===== config.mk =====
export PLATFORM = sky130hd
export DESIGN_NAME = reg_serializador_izq
export DESIGN_NICKNAME = d
export VERILOG_FILES = /design/src/rtl/reg_serie_pkg.sv /design/src/rtl/reg_serializador_izq.sv
export SDC_FILE = /design/constraint.sdc
export NUM_CORES = 1
export LEC_CHECK = 0
export BUFFER_PORTS_ARGS = -buffer_cell sky130_fd_sc_hd__buf_4
export CELL_PAD_IN_SITES_DETAIL_PLACEMENT = 0
export CELL_PAD_IN_SITES_GLOBAL_PLACEMENT = 2
export CORE_MARGIN = 1.5
export CORE_UTILIZATION = 29
export CTS_CLUSTER_DIAMETER = 30
export DETAILED_ROUTE_END_ITERATION = 16
export GPL_ROUTABILITY_DRIVEN = 0
export PLACE_DENSITY_LB_ADDON = 0.1
export RECOVER_POWER = 50
export REMOVE_ABC_BUFFERS = 1
export SETUP_SLACK_MARGIN = 0.4
export SLEW_MARGIN = 20
export SYNTH_ARGS = -nofsm -noshare
export SYNTH_HDL_FRONTEND = slang
export SYNTH_SLANG_ARGS = --single-unit
export TNS_END_PERCENT = 50

===== constraint.sdc =====
create_clock -name clk -period 1.5 [get_ports clk]
set_input_delay 0.3 -clock clk [delete_from_list [all_inputs] [get_ports clk]]
set_output_delay 0.3 -clock clk [all_outputs]
set_load 0.05 [all_outputs]

===== src/rtl/reg_serie_pkg.sv =====
// -----------------------------------------------------------------------------
// reg_serie_pkg
// Shared definitions for the left-shift serial register family.
//   state_t : transmitter FSM states (S_IDLE, S_SHIFT, S_PAR, S_GAP)
//   cnt_w   : counter width for a counter that must count n values
//             ($clog2(n) clamped to a minimum of 1 bit)
// -----------------------------------------------------------------------------
package reg_serie_pkg;

  typedef enum logic [1:0] {
    S_IDLE  = 2'd0,
    S_SHIFT = 2'd1,
    S_PAR   = 2'd2,
    S_GAP   = 2'd3
  } state_t;

  // A counter never narrower than one bit, even when only one value is needed.
  function automatic int cnt_w(input int n);
    int r;
    r = $clog2(n);
    return (r < 1) ? 1 : r;
  endfunction

endpackage


===== src/rtl/reg_serializador_izq.sv =====
// -----------------------------------------------------------------------------
// reg_serializador_izq
// Parallel-in, serial-out left-shift transmitter. A WIDTH-bit word accepted on
// a valid/ready handshake is sent MSB first, one bit per clock, with `frame`
// marking the cycles that carry a bit. GAP idle cycles separate frames.
//
// Optional feature (compile-time macro REG_SERIALIZADOR_PARITY_EN):
//   defined   -> one even-parity bit follows the LSB (S_PAR state)
//   undefined -> frames carry WIDTH data bits only
//
// Parameters:
//   WIDTH     word width in bits (>= 2)
//   GAP       idle cycles forced between frames (0 allowed)
// Ports:
//   clk       clock, rising edge
//   rst       asynchronous active-high reset
//   din       parallel word to send
//   din_valid din holds a word to send
//   din_ready transmitter can accept a word this cycle (high only in S_IDLE)
//   out       serial data, MSB first
//   frame     high while out carries a data or parity bit
//   done      registered one-cycle pulse after the last bit of a frame
// -----------------------------------------------------------------------------
module reg_serializador_izq
  import reg_serie_pkg::*;
#(
  parameter int WIDTH = 4,
  parameter int GAP   = 1
) (
  input  logic             clk,
  input  logic             rst,
  input  logic [WIDTH-1:0] din,
  input  logic             din_valid,
  output logic             din_ready,
  output logic             out,
  output logic             frame,
  output logic             done
);

  localparam int BW = cnt_w(WIDTH);
  localparam int GW = cnt_w(GAP + 1);

  localparam logic [BW-1:0] BIT_LAST = BW'(WIDTH - 1);
  localparam logic [BW-1:0] BIT_ONE  = BW'(1);
  localparam logic [BW-1:0] BIT_ZERO = BW'(0);
  // Only compared against in S_GAP, which is unreachable when GAP == 0.
  localparam logic [GW-1:0] GAP_LAST = GW'((GAP > 0) ? (GAP - 1) : 0);
  localparam logic [GW-1:0] GAP_ONE  = GW'(1);
  localparam logic [GW-1:0] GAP_ZERO = GW'(0);

  // Where the FSM goes once the last serial bit (data or parity) is done.
  localparam state_t AFTER_FRAME = (GAP > 0) ? S_GAP : S_IDLE;
`ifdef REG_SERIALIZADOR_PARITY_EN
  localparam state_t AFTER_BITS  = S_PAR;
`else
  localparam state_t AFTER_BITS  = AFTER_FRAME;
`endif

  state_t           state_q, state_d;
  logic [WIDTH-1:0] shreg_q, shreg_d;
  logic [BW-1:0]    bit_cnt_q, bit_cnt_d;
  logic [GW-1:0]    gap_cnt_q, gap_cnt_d;
  logic             done_q, done_d;
`ifdef REG_SERIALIZADOR_PARITY_EN
  logic             par_q, par_d;
`endif

  // Next-state logic: FSM, shift register, counters and done pulse.
  always_comb begin
    state_d   = state_q;
    shreg_d   = shreg_q;
    bit_cnt_d = bit_cnt_q;
    gap_cnt_d = gap_cnt_q;
    done_d    = 1'b0;
`ifdef REG_SERIALIZADOR_PARITY_EN
    par_d     = par_q;
`endif
    case (state_q)
      S_IDLE: begin
        // din_ready is 1 throughout S_IDLE, so din_valid alone is the handshake.
        if (din_valid) begin
          shreg_d   = din;
          bit_cnt_d = BIT_ZERO;
`ifdef REG_SERIALIZADOR_PARITY_EN
          par_d     = ^din;
`endif
          state_d   = S_SHIFT;
        end else begin
          state_d   = S_IDLE;
        end
      end
      S_SHIFT: begin
        shreg_d = {shreg_q[WIDTH-2:0], 1'b0};
        if (bit_cnt_q == BIT_LAST) begin
          bit_cnt_d = BIT_ZERO;
          gap_cnt_d = GAP_ZERO;
          state_d   = AFTER_BITS;
`ifdef REG_SERIALIZADOR_PARITY_EN
          done_d    = 1'b0;
`else
          done_d    = 1'b1;
`endif
        end else begin
          bit_cnt_d = bit_cnt_q + BIT_ONE;
        end
      end
      S_PAR: begin
`ifdef REG_SERIALIZADOR_PARITY_EN
        gap_cnt_d = GAP_ZERO;
        state_d   = AFTER_FRAME;
        done_d    = 1'b1;
`else
        state_d   = S_IDLE;
`endif
      end
      S_GAP: begin
        if (gap_cnt_q == GAP_LAST) begin
          gap_cnt_d = GAP_ZERO;
          state_d   = S_IDLE;
        end else begin
          gap_cnt_d = gap_cnt_q + GAP_ONE;
        end
      end
      default: begin
        state_d = S_IDLE;
      end
    endcase
  end

  // State and datapath registers; reset takes effect without a clock edge.
  always_ff @(posedge clk or posedge rst) begin
    if (rst) begin
      state_q   <= S_IDLE;
      shreg_q   <= {WIDTH{1'b0}};
      bit_cnt_q <= BIT_ZERO;
      gap_cnt_q <= GAP_ZERO;
      done_q    <= 1'b0;
    end else begin
      state_q   <= state_d;
      shreg_q   <= shreg_d;
      bit_cnt_q <= bit_cnt_d;
      gap_cnt_q <= gap_cnt_d;
      done_q    <= done_d;
    end
  end

`ifdef REG_SERIALIZADOR_PARITY_EN
  // Parity of the word captured at load, sent after the LSB.
  always_ff @(posedge clk or posedge rst) begin
    if (rst) begin
      par_q <= 1'b0;
    end else begin
      par_q <= par_d;
    end
  end
`endif

  // Output decode from the registered state; out follows the shift MSB.
  always_comb begin
    din_ready = 1'b0;
    out       = 1'b0;
    frame     = 1'b0;
    case (state_q)
      S_IDLE: begin
        din_ready = 1'b1;
      end
      S_SHIFT: begin
        out   = shreg_q[WIDTH-1];
        frame = 1'b1;
      end
      S_PAR: begin
`ifdef REG_SERIALIZADOR_PARITY_EN
        out   = par_q;
        frame = 1'b1;
`else
        out   = 1'b0;
        frame = 1'b0;
`endif
      end
      S_GAP: begin
        din_ready = 1'b0;
      end
      default: begin
        din_ready = 1'b0;
      end
    endcase
  end

  assign done = done_q;

endmodule

# Yosys cells after proc, flatten, opt, wreduce, memory -nomap -nowiden
# Index checks and enable logic that the tools add are counted.
# word_totals
register_bits	10
word_cells	37
input_bits	7
output_inout_bits	4
# classes
n_addsub	2
reduce_logical	6
n_mux	17
eq_ne	7
# ops
op	n
1-bit two-way mux	8
2-bit two-way mux	4
2-bit case mux with 4 select lines	1
4-bit case mux with 2 select lines	1
2-bit == test (second input constant)	3
2-bit != test (second input constant)	3
2-bit AND reduction	3
4-bit two-way mux	1
2-bit case mux with 2 select lines	1
2-bit nonzero test	2
2-bit by 1-bit adder with 2-bit output (second input constant)	1
2-bit by 1-bit == test with 1-bit output (second input constant)	1
2-bit logical NOT	1
1-bit case mux with 2 select lines	1
1-bit adder (second input constant)	1

# Longest topological paths before layout
# Gate-level depths: netlist of run 1.
# depth
word_depth	3
depth_mapped	3
ltp_nobuf	3

# Worst setup path after synthesis of run 1
# Ideal clock, no wire load.
# synth_path
path_type	flip-flop to output port
from	register state_q[1]
to	output port out
stages_incl_launch_ff	4
n_path_buf	0
arrival_ps	1467
required_ps	1200
path_slack_ps	-267
path_cell_list	dfrtp_1 nand2b_1 inv_1 and2_1
# synth_between
elab_chain_len	2
# synth_rtl
item	line	text
start: declaration	reg_serializador_izq.sv:59	state_t state_q, state_d;
start signal: assignment	reg_serializador_izq.sv:139	state_q <= state_d;
2-bit by 1-bit == test with 1-bit output	reg_serializador_izq.sv:163	case (state_q)
1-bit two-way mux	reg_serializador_izq.sv:163	
end: declaration	reg_serializador_izq.sv:35	output logic out,
# Every way passes these cells.

# Worst setup path after layout of run 1
# Ends and elaborated chain as after synthesis.

==> results of run 1 <==
## kinds of logic (layout without fill, tap and decap cells)
group                    Yosys count  in the layout  synth area share, %
buffers and inverters              3             23                 2.86
AND/OR/NAND/NOR                   11             11                 19.4
adder cells (fa/ha/maj)            1              1                 3.17
AO/OA/AOI/OAI                      7              7                 17.5
flip-flops                         9              9                 57.1
## registers in the layout (all words and copies together), names as in the netlist
register / cells
done: 1
bit_cnt_q: 2
shreg_q: 4
state_q: 2
## cell usage after synthesis
cell type | number | area share (%)
and2_1 | 4 | 6.3
nor2_1 | 2 | 1.9
a22o_1 | 2 | 4.4
nor3b_1 | 1 | 1.9
dfrtp_1 | 9 | 57
o21bai_1 | 1 | 1.9
or4b_1 | 3 | 7.6
ha_1 | 1 | 3.2
inv_1 | 3 | 2.9
nand2b_1 | 1 | 1.6
a221o_1 | 1 | 2.5
o221a_2 | 3 | 8.6
## critical path: stages (launching register included)
cell	delay, ns
dfrtp_1	0.38
nand2b_4	0.16
inv_4	0.06
and2_4	0.13
buf_8	0.13
## metrics by stage
stage	utilization (%)	power [mW]	hold slack (ns)	instances
after detailed placement	38.6	1.06	0.288	57
after global placement	38.6	1.04	0.280	57
after global routing	46.9	1.61	0.0151	66
final	46.9	1.50	-0.00288	66
after floorplan	-	0.874	0.128	31
after CTS	46.1	1.47	0.00236	65
## worst paths after layout
check | startpoint | end | cells after the start | slack (ns)
max | state_q[1]$_DFFE_PP0P_ | out | 4 | 0.08
min | rst | done$_DFF_PP0_ | 2 | -0.003
max reg2reg | state_q[0]$_DFFE_PP0P_ | shreg_q[3]$_DFFE_PP0P_ | 4 | 0.15
min reg2reg | bit_cnt_q[1]$_DFFE_PP0P_ | bit_cnt_q[1]$_DFFE_PP0P_ | 1 | 0.53
max in group asynchronous | rst | shreg_q[0]$_DFFE_PP0P_ | 2 | 1.25
min in group clk | din[0] | shreg_q[0]$_DFFE_PP0P_ | 3 | 0.38
## final cells by class
class | count | area [um^2] | area share (%)
inverter | 3 | 13.8 | 2.28
sequential | 9 | 225 | 37.3
clock inverter | 1 | 5.00 | 0.830
timing repair buffer | 16 | 143 | 23.7
tap | 15 | 18.8 | 3.11
clock buffer | 3 | 22.5 | 3.73
multi-input combinational | 19 | 175 | 29.0
## metal layers
| metal | wire length (um) | global-route usage (%) |
|---|---|---|
| met1 | 356 | 16.0 |
| met2 | 397 | 17.7 |
| met3 | 56 | 7.39 |
| met4 | 0 | 5.17 |
| met5 | 0 | 0 |
## power by group through the flow
| stage | sequential, mW | clock, mW | combinational [mW] |
|---|---|---|---|
| finish | 0.420 | 0.188 | 0.896 |
| floorplan | 0.447 | 0 | 0.427 |
| global placement | 0.416 | 0 | 0.625 |
| CTS | 0.415 | 0.194 | 0.862 |
| global route | 0.430 | 0.210 | 0.968 |
| detailed placement | 0.423 | 0 | 0.635 |
## repair_timing
action | 4_1_cts | 5_1_grt
pin swaps | 1 | 0
endpoints found under the hold margin | 0 | 0
endpoints found under the setup margin | 7 | 10
setup buffers | 4 | 1
hold buffers | 0 | 0
gates cloned | 0 | 0
resized for setup | 11 | 2
==> impl_metrics.toml, run 1 <==
[outcome]
run_status = "finished, violations left"
violations = "negative hold slack"

[sta]
fin_worst_skew_ns = 0.00274
rsz0062_at_grt = "true"
whs_ns = -0.00288
slew_violations = 0
report.final.setup_viol = 0
timing.final.hold_violations = 6
fmax_ghz = 0.704
slew_headroom_pct = 77.1
fin_crit_sh_pct = 94.7
setup_ws_ns = 0.0792
post-route-min-period_ns = 1.42
setup_tns_ns = 0
max_slew.worst_pin.slew_ns = 0.344

[cells_and_area]
drive_above_1_share_pct = 52.9
num_antenna_cells = 0
final_nets = 60
fin_area_um2 = 603
nFillCells = 129
area_growth_pct = 53.0
final_cell_mix = "buf_4 (12), dfrtp_1 (9), clkbuf_4 (4)"
layout_commonest_cell = "buf_4"

[routing]
wl_per_cell_um = 12.3
drtAntennaViolNets = 0
routed_via_density = 4.94
drc = 0
via_count = 326
finalWirelength_um = 810
drtIter0Drc = 4
first_pass_iters = 2

[placement]
dpl.hpwl_um = 541
place_area_um2 = 495
port_buffers = 10
dp_worst_setup_slack_ns = 0.146

[clock_tree]
cts-htree-levels = 1
cts_tree = "done"
cts_buffer_depth = 2
insertion_delay_ns = 0.26
path_clk_slew_ns = 0.07
numClockSinks = 9
cts_buffers = 3
clock-root-buffer = "clkbuf_4"

[floorplan]
initial_core_util_pct = 30.7
row_count = 13
core_mm2 = 0.00128
pin_count = 11
die_y_um = 39.9
die_area_mm2 = 0.00159
die_w_um = 39.9

[power_and_ir_drop]
p_clk_share_pct = 12.5
power_leakage_nw = 0.290
internal_power_mw = 0.904
p_seq_share_pct = 27.9
swShare_pct = 39.9
p_sw_mw = 0.601
power_density_mw_per_mm2 = 2500
combPwrFrac_pct = 59.6
vdd_drop_max_mv = 0.963

[worst_setup_path]
cp.required_ns = 1.20
crit_path_end_kind = "output port"
cp-start-kind = "register"
path_class = "reg2out"
worst-endpoint-arrival_ns = 1.12
crit_path_max_fanout = 3

[grt]
grt_max_degree = 10
globalRouteTotalUtil_pct = 12.9
antenna_found_initial = 0
overflow = 0
first_global_vias = 279
grt_pass1_wl_um = 1260

[logic_synthesis]
ys_seq_area_share_pct = 57.1
ys_ff_latch = 9
yosys_warnings = 0
synth.avg_cell_area_um2 = 12.7
synthDistinctLibCells = 12
synthesis.area_um2 = 394
syn_inst = 31

[hold_path]
hp-class = "in2async"

[job]
drv_cap = 0
No activity file was read; power rests on OpenSTA's default activity.
==> inputs of run 2 (changes only) <==
--- a/config.mk
+++ b/config.mk
@@ -16,7 +16,6 @@
 export PLACE_DENSITY_LB_ADDON = 0.1
 export RECOVER_POWER = 50
 export REMOVE_ABC_BUFFERS = 1
-export SETUP_SLACK_MARGIN = 0.4
 export SLEW_MARGIN = 20
 export SYNTH_ARGS = -nofsm -noshare
 export SYNTH_HDL_FRONTEND = slang
==> impl_metrics.toml, run 2 (same netlist as run 1, synthesis figures left out) <==
[power_and_ir_drop]
power_mw = 1.37
internal_power_mw = 0.810
combPwrFrac_pct = 56.0
vdd_drop_max_mv = 0.801
p_sw_mw = 0.558
p_seq_share_pct = 30.4
swShare_pct = 40.8
power_leakage_nw = 0.271
power_density_mw_per_mm2 = 2420
p_clk_share_pct = 13.6

[worst_setup_path]
max_stage_delay_ns = 0.41
r2r_start = "state_q[0]$_DFFE_PP0P_"
crit_path_end_kind = "output port"
crit_path_max_fanout = 6
path_class = "reg2out"
cp-start-kind = "register"
r2r_cells = 4
cp_cell_sequence = "buf_4 > nor2_2 > buf_6"
cp.required_ns = 1.20
critPathBufInv = 2
r2r_slack_ns = 0.18
worst-endpoint-arrival_ns = 1.13
r2r_end = "shreg_q[3]$_DFFE_PP0P_"
cpMaxStageDelayCell = "dfrtp_1"
crit_family = "flip-flops"

[grt]
met3_usage_pct = 7.39
grt_use_met2_pct = 16.1
grt_pass1_wl_um = 1200
grt.busiest_layer = "met2"
grt_max_degree = 10
globalRouteTotalUtil_pct = 12.1
first_global_vias = 266
use_met1_pct = 15.3
antenna_found_initial = 0
overflow = 0

[floorplan]
die_y_um = 39.9
pin_count = 11
initial_core_util_pct = 30.7
row_count = 13
die_w_um = 39.9
core_mm2 = 0.00128
die_area_mm2 = 0.00159

[sta]
rsz0062_at_grt = "true"
slew_violations = 0
slew_headroom_pct = 77.4
post-route-min-period_ns = 1.43
fin_crit_sh_pct = 95.5
whs_ns = -0.00109
fmax_ghz = 0.698
setup_ws_ns = 0.0673
report.final.setup_viol = 0
timing.final.hold_violations = 5
setup_tns_ns = 0
fin_worst_skew_ns = 0.000807
max_slew.worst_pin.slew_ns = 0.339

[cells_and_area]
reg.largest.list = "shreg_q x4, bit_cnt_q x2, state_q x2"
layout_commonest_cell = "buf_4"
fin_area_um2 = 564
area_growth_pct = 43.2
num_antenna_cells = 0
final_cell_mix = "buf_4 (10), dfrtp_1 (9), clkbuf_4 (4)"
drive_above_1_share_pct = 50.0
largest_register_ffs = 4
final_nets = 57
finalNonFillerCells = 63
fin_util_pct = 43.9
largest_register = "shreg_q"
nFillCells = 131

[routing]
first_pass_iters = 2
finalWirelength_um = 732
drtIter0Drc = 4
drc = 0
routed_via_density = 4.76
drtAntennaViolNets = 0
via_count = 300
wl_per_cell_um = 11.6

[placement]
place_area_um2 = 495
port_buffers = 10
dp_worst_setup_slack_ns = 0.146
dp_cells = 57
dpl.hpwl_um = 541

[outcome]
run_status = "finished, violations left"
violations = "negative hold slack"

[hold_path]
hp-class = "in2async"

[clock_tree]
cts_buffer_depth = 2
insertion_delay_ns = 0.26
cts_buffers = 3
cts_tree = "done"
cts-htree-levels = 1
path_clk_slew_ns = 0.06
numClockSinks = 9
clock-root-buffer = "clkbuf_4"

[job]
drv_cap = 0
## run 2: worst max-delay path by stage
stage,from,end,slack (ns),cells past startpoint
final,state_q[0]$_DFFE_PP0P_,din_ready,0.07,3
after global routing,state_q[0]$_DFFE_PP0P_,din_ready,-0.001,3
after CTS,state_q[0]$_DFFE_PP0P_,din_ready,0.01,3
after detailed placement,state_q[0]$_DFFE_PP0P_,out,0.15,4
after global placement,state_q[1]$_DFFE_PP0P_,out,0.16,4
after floorplan,state_q[1]$_DFFE_PP0P_,out,-0.27,3
## run 2: final cells by class
cell class	instances	area [um^2]	share of cell area (%)
Tap cell	15	18.8	3.33
Timing Repair Buffer	13	109	19.3
Clock inverter	1	5.00	0.887
Inverter	3	13.8	2.44
Multi-Input combinational cell	19	170	30.2
Sequential cell	9	225	39.9
Clock buffer	3	22.5	3.99
## run 2: metal layers
metal,up-vias,share of wire (%)
li1,150,-
met4,0,0
met5,-,0
met3,0,6.3
met1,143,47
met2,7,46
## run 2: timing repair
item,CTS,global route
setup buffers,2,0
cloned,0,0
setup endpoints to repair,2,2
resized for setup,3,5
hold buffers,0,0
## run 2: worst reg2reg max path: cells and delay by family (launching register included)
family | cells | cell delay [ns]
flops | 1 | 0.41
compound gates | 2 | 0.50
buf+inv | 2 | 0.30
## run 2: power by group through the flow
stage                     logic [mW]  registers (mW)  clock network (mW)
after CTS                      0.720           0.414               0.194
after global routing           0.840           0.429               0.210
after global placement         0.625           0.416                   0
after detailed placement       0.635           0.423                   0
after floorplan                0.427           0.447                   0
final                          0.766           0.416               0.186
==> inputs of run 3 (changes only) <==
--- a/config.mk
+++ b/config.mk
@@ -8,10 +8,11 @@
 export BUFFER_PORTS_ARGS = -buffer_cell sky130_fd_sc_hd__buf_4
 export CELL_PAD_IN_SITES_DETAIL_PLACEMENT = 0
 export CELL_PAD_IN_SITES_GLOBAL_PLACEMENT = 2
-export CORE_MARGIN = 1.5
-export CORE_UTILIZATION = 29
+export CORE_AREA = 2 2 39 41
+export CTS_BUF_LIST = sky130_fd_sc_hd__clkbuf_4
 export CTS_CLUSTER_DIAMETER = 30
 export DETAILED_ROUTE_END_ITERATION = 16
+export DIE_AREA = 0 0 41 43
 export GPL_ROUTABILITY_DRIVEN = 0
 export PLACE_DENSITY_LB_ADDON = 0.1
 export RECOVER_POWER = 50
==> impl_metrics.toml, run 3 (same netlist as run 1, synthesis figures left out) <==
[outcome]
run_status = "finished, final reports clean"

[power_and_ir_drop]
p_seq_share_pct = 30.7
power_leakage_nw = 0.272
internal_power_mw = 0.821
swShare_pct = 40.3
power_density_mw_per_mm2 = 2420
p_clk_share_pct = 14.7
p_sw_mw = 0.555
combPwrFrac_pct = 54.6
vdd_drop_max_mv = 0.850

[clock_tree]
cts_tree = "done"
clock-root-buffer = "clkbuf_4"
cts-htree-levels = 1
numClockSinks = 9
insertion_delay_ns = 0.25
path_clk_slew_ns = 0.06
cts_buffer_depth = 2
cts_buffers = 3

[cells_and_area]
largest_register = "shreg_q"
fin_area_um2 = 568
reg.largest.list = "shreg_q x4, bit_cnt_q x2, state_q x2"
num_antenna_cells = 0
largest_register_ffs = 4
area_growth_pct = 44.1
final_cell_mix = "buf_4 (11), dfrtp_1 (8), clkbuf_4 (5)"
final_nets = 58
layout_commonest_cell = "buf_4"
nFillCells = 148
fin_util_pct = 41.0
drive_above_1_share_pct = 51.0

[placement]
dpl.hpwl_um = 584
port_buffers = 10
place_area_um2 = 497
dp_worst_setup_slack_ns = 0.154

[hold_path]
hp-class = "in2async"

[grt]
grt_pass1_wl_um = 1300
grt_max_degree = 10
first_global_vias = 308
globalRouteTotalUtil_pct = 11.1
overflow = 0
antenna_found_initial = 0

[worst_setup_path]
cp-start-kind = "register"
cpMaxStageDelayCell = "dfrtp_2"
r2r_slack_ns = 0.15
crit_path_max_fanout = 6
r2r_start = "state_q[0]$_DFFE_PP0P_"
crit_path_end_kind = "output port"
max_stage_delay_ns = 0.46
cp.required_ns = 1.20
critPathBufInv = 2
cp_cell_sequence = "nand2b_4 > inv_2 > and2_1 > buf_6"
crit_family = "flip-flops"
r2r_end = "shreg_q[2]$_DFFE_PP0P_"
r2r_cells = 3
path_class = "reg2out"
worst-endpoint-arrival_ns = 1.14

[sta]
setup_ws_ns = 0.0552
slew_violations = 0
report.final.setup_viol = 0
fin_crit_sh_pct = 96.3
max_slew.worst_pin.slew_ns = 0.363
fmax_ghz = 0.692
slew_headroom_pct = 75.8
fin_worst_skew_ns = 0.00205
post-route-min-period_ns = 1.44
timing.final.hold_violations = 0
rsz0062_at_grt = "false"

[floorplan]
core_mm2 = 0.00138
initial_core_util_pct = 28.5
die_y_um = 43
die_area_mm2 = 0.00176
pin_count = 11
row_count = 14
die_w_um = 41

[routing]
routed_via_density = 4.68
drtIter0Drc = 8
drtAntennaViolNets = 0
via_count = 304
drc = 0
first_pass_iters = 2
finalWirelength_um = 787
wl_per_cell_um = 12.1

[job]
drv_cap = 0
[run 3: worst max-delay path by stage]
stage / endpoint / cells after the start / from / slack, ns
2_1_floorplan: out / 3 / state_q[1]$_DFFE_PP0P_ / -0.27
3_3_place_gp: out / 4 / state_q[1]$_DFFE_PP0P_ / 0.16
3_5_place_dp: out / 4 / state_q[1]$_DFFE_PP0P_ / 0.15
4_1_cts: din_ready / 3 / state_q[1]$_DFFE_PP0P_ / 0.01
5_1_grt: out / 4 / state_q[0]$_DFFE_PP0P_ / 0.004
6_report: out / 4 / state_q[0]$_DFFE_PP0P_ / 0.06
[run 3: layout make-up]
type / count / area (um^2) / share of cell area, %
timing repair buffer: 14 / 113 / 19.8
tap: 16 / 20.0 / 3.52
clock buffer: 4 / 30.0 / 5.29
multi-input combinational: 19 / 168 / 29.5
inverter: 3 / 11.3 / 1.98
sequential: 9 / 226 / 39.9
[run 3: metal layers]
| layer | vias to the layer above | wire (um) | GRT usage [%] |
|---|---|---|---|
| li1 | 151 | - | - |
| met1 | 145 | 361 | 14.9 |
| met2 | 8 | 377 | 14.7 |
| met3 | 0 | 48 | 4.71 |
| met4 | 0 | 0 | 6.00 |
| met5 | - | 0 | 0 |
[run 3: power by group through the flow]
stage | registers (mW) | clock network [mW] | logic, mW
global placement | 0.417 | 0 | 0.631
finish | 0.422 | 0.202 | 0.751
global route | 0.439 | 0.228 | 0.811
detailed placement | 0.418 | 0 | 0.645
CTS | 0.415 | 0.208 | 0.715
floorplan | 0.447 | 0 | 0.427
[run 3: through the flow]
stage / power [mW] / hold WS, ns / std cells / TNS (ns)
3_5_place_dp: 1.06 / 0.292 / 58 / 0
6_report: 1.38 / 0.0142 / 65 / 0
3_3_place_gp: 1.05 / 0.281 / 58 / 0
5_1_grt: 1.48 / 0.0313 / 65 / 0
4_1_cts: 1.34 / 0.0178 / 64 / 0
2_1_floorplan: 0.874 / 0.128 / 31 / -0.267
[run 3: timing repair]
| action | 4_1_cts | 5_1_grt |
|---|---|---|
| buffers inserted | 2 | 1 |
| pin swaps | 0 | 0 |
| gates resized for setup | 2 | 4 |
| setup endpoints to repair | 2 | 2 |
| hold buffers | 0 | 0 |
| endpoints found under the hold margin | 0 | 0 |
[run 3: worst reg2reg max path: cells and delay by family, from the launching register on]
family | cells | cell delay, ns
buffers and inverters | 1 | 0.15
AND/OR/NAND/NOR | 1 | 0.50
flip-flops | 1 | 0.46
AO/OA/AOI/OAI | 1 | 0.14
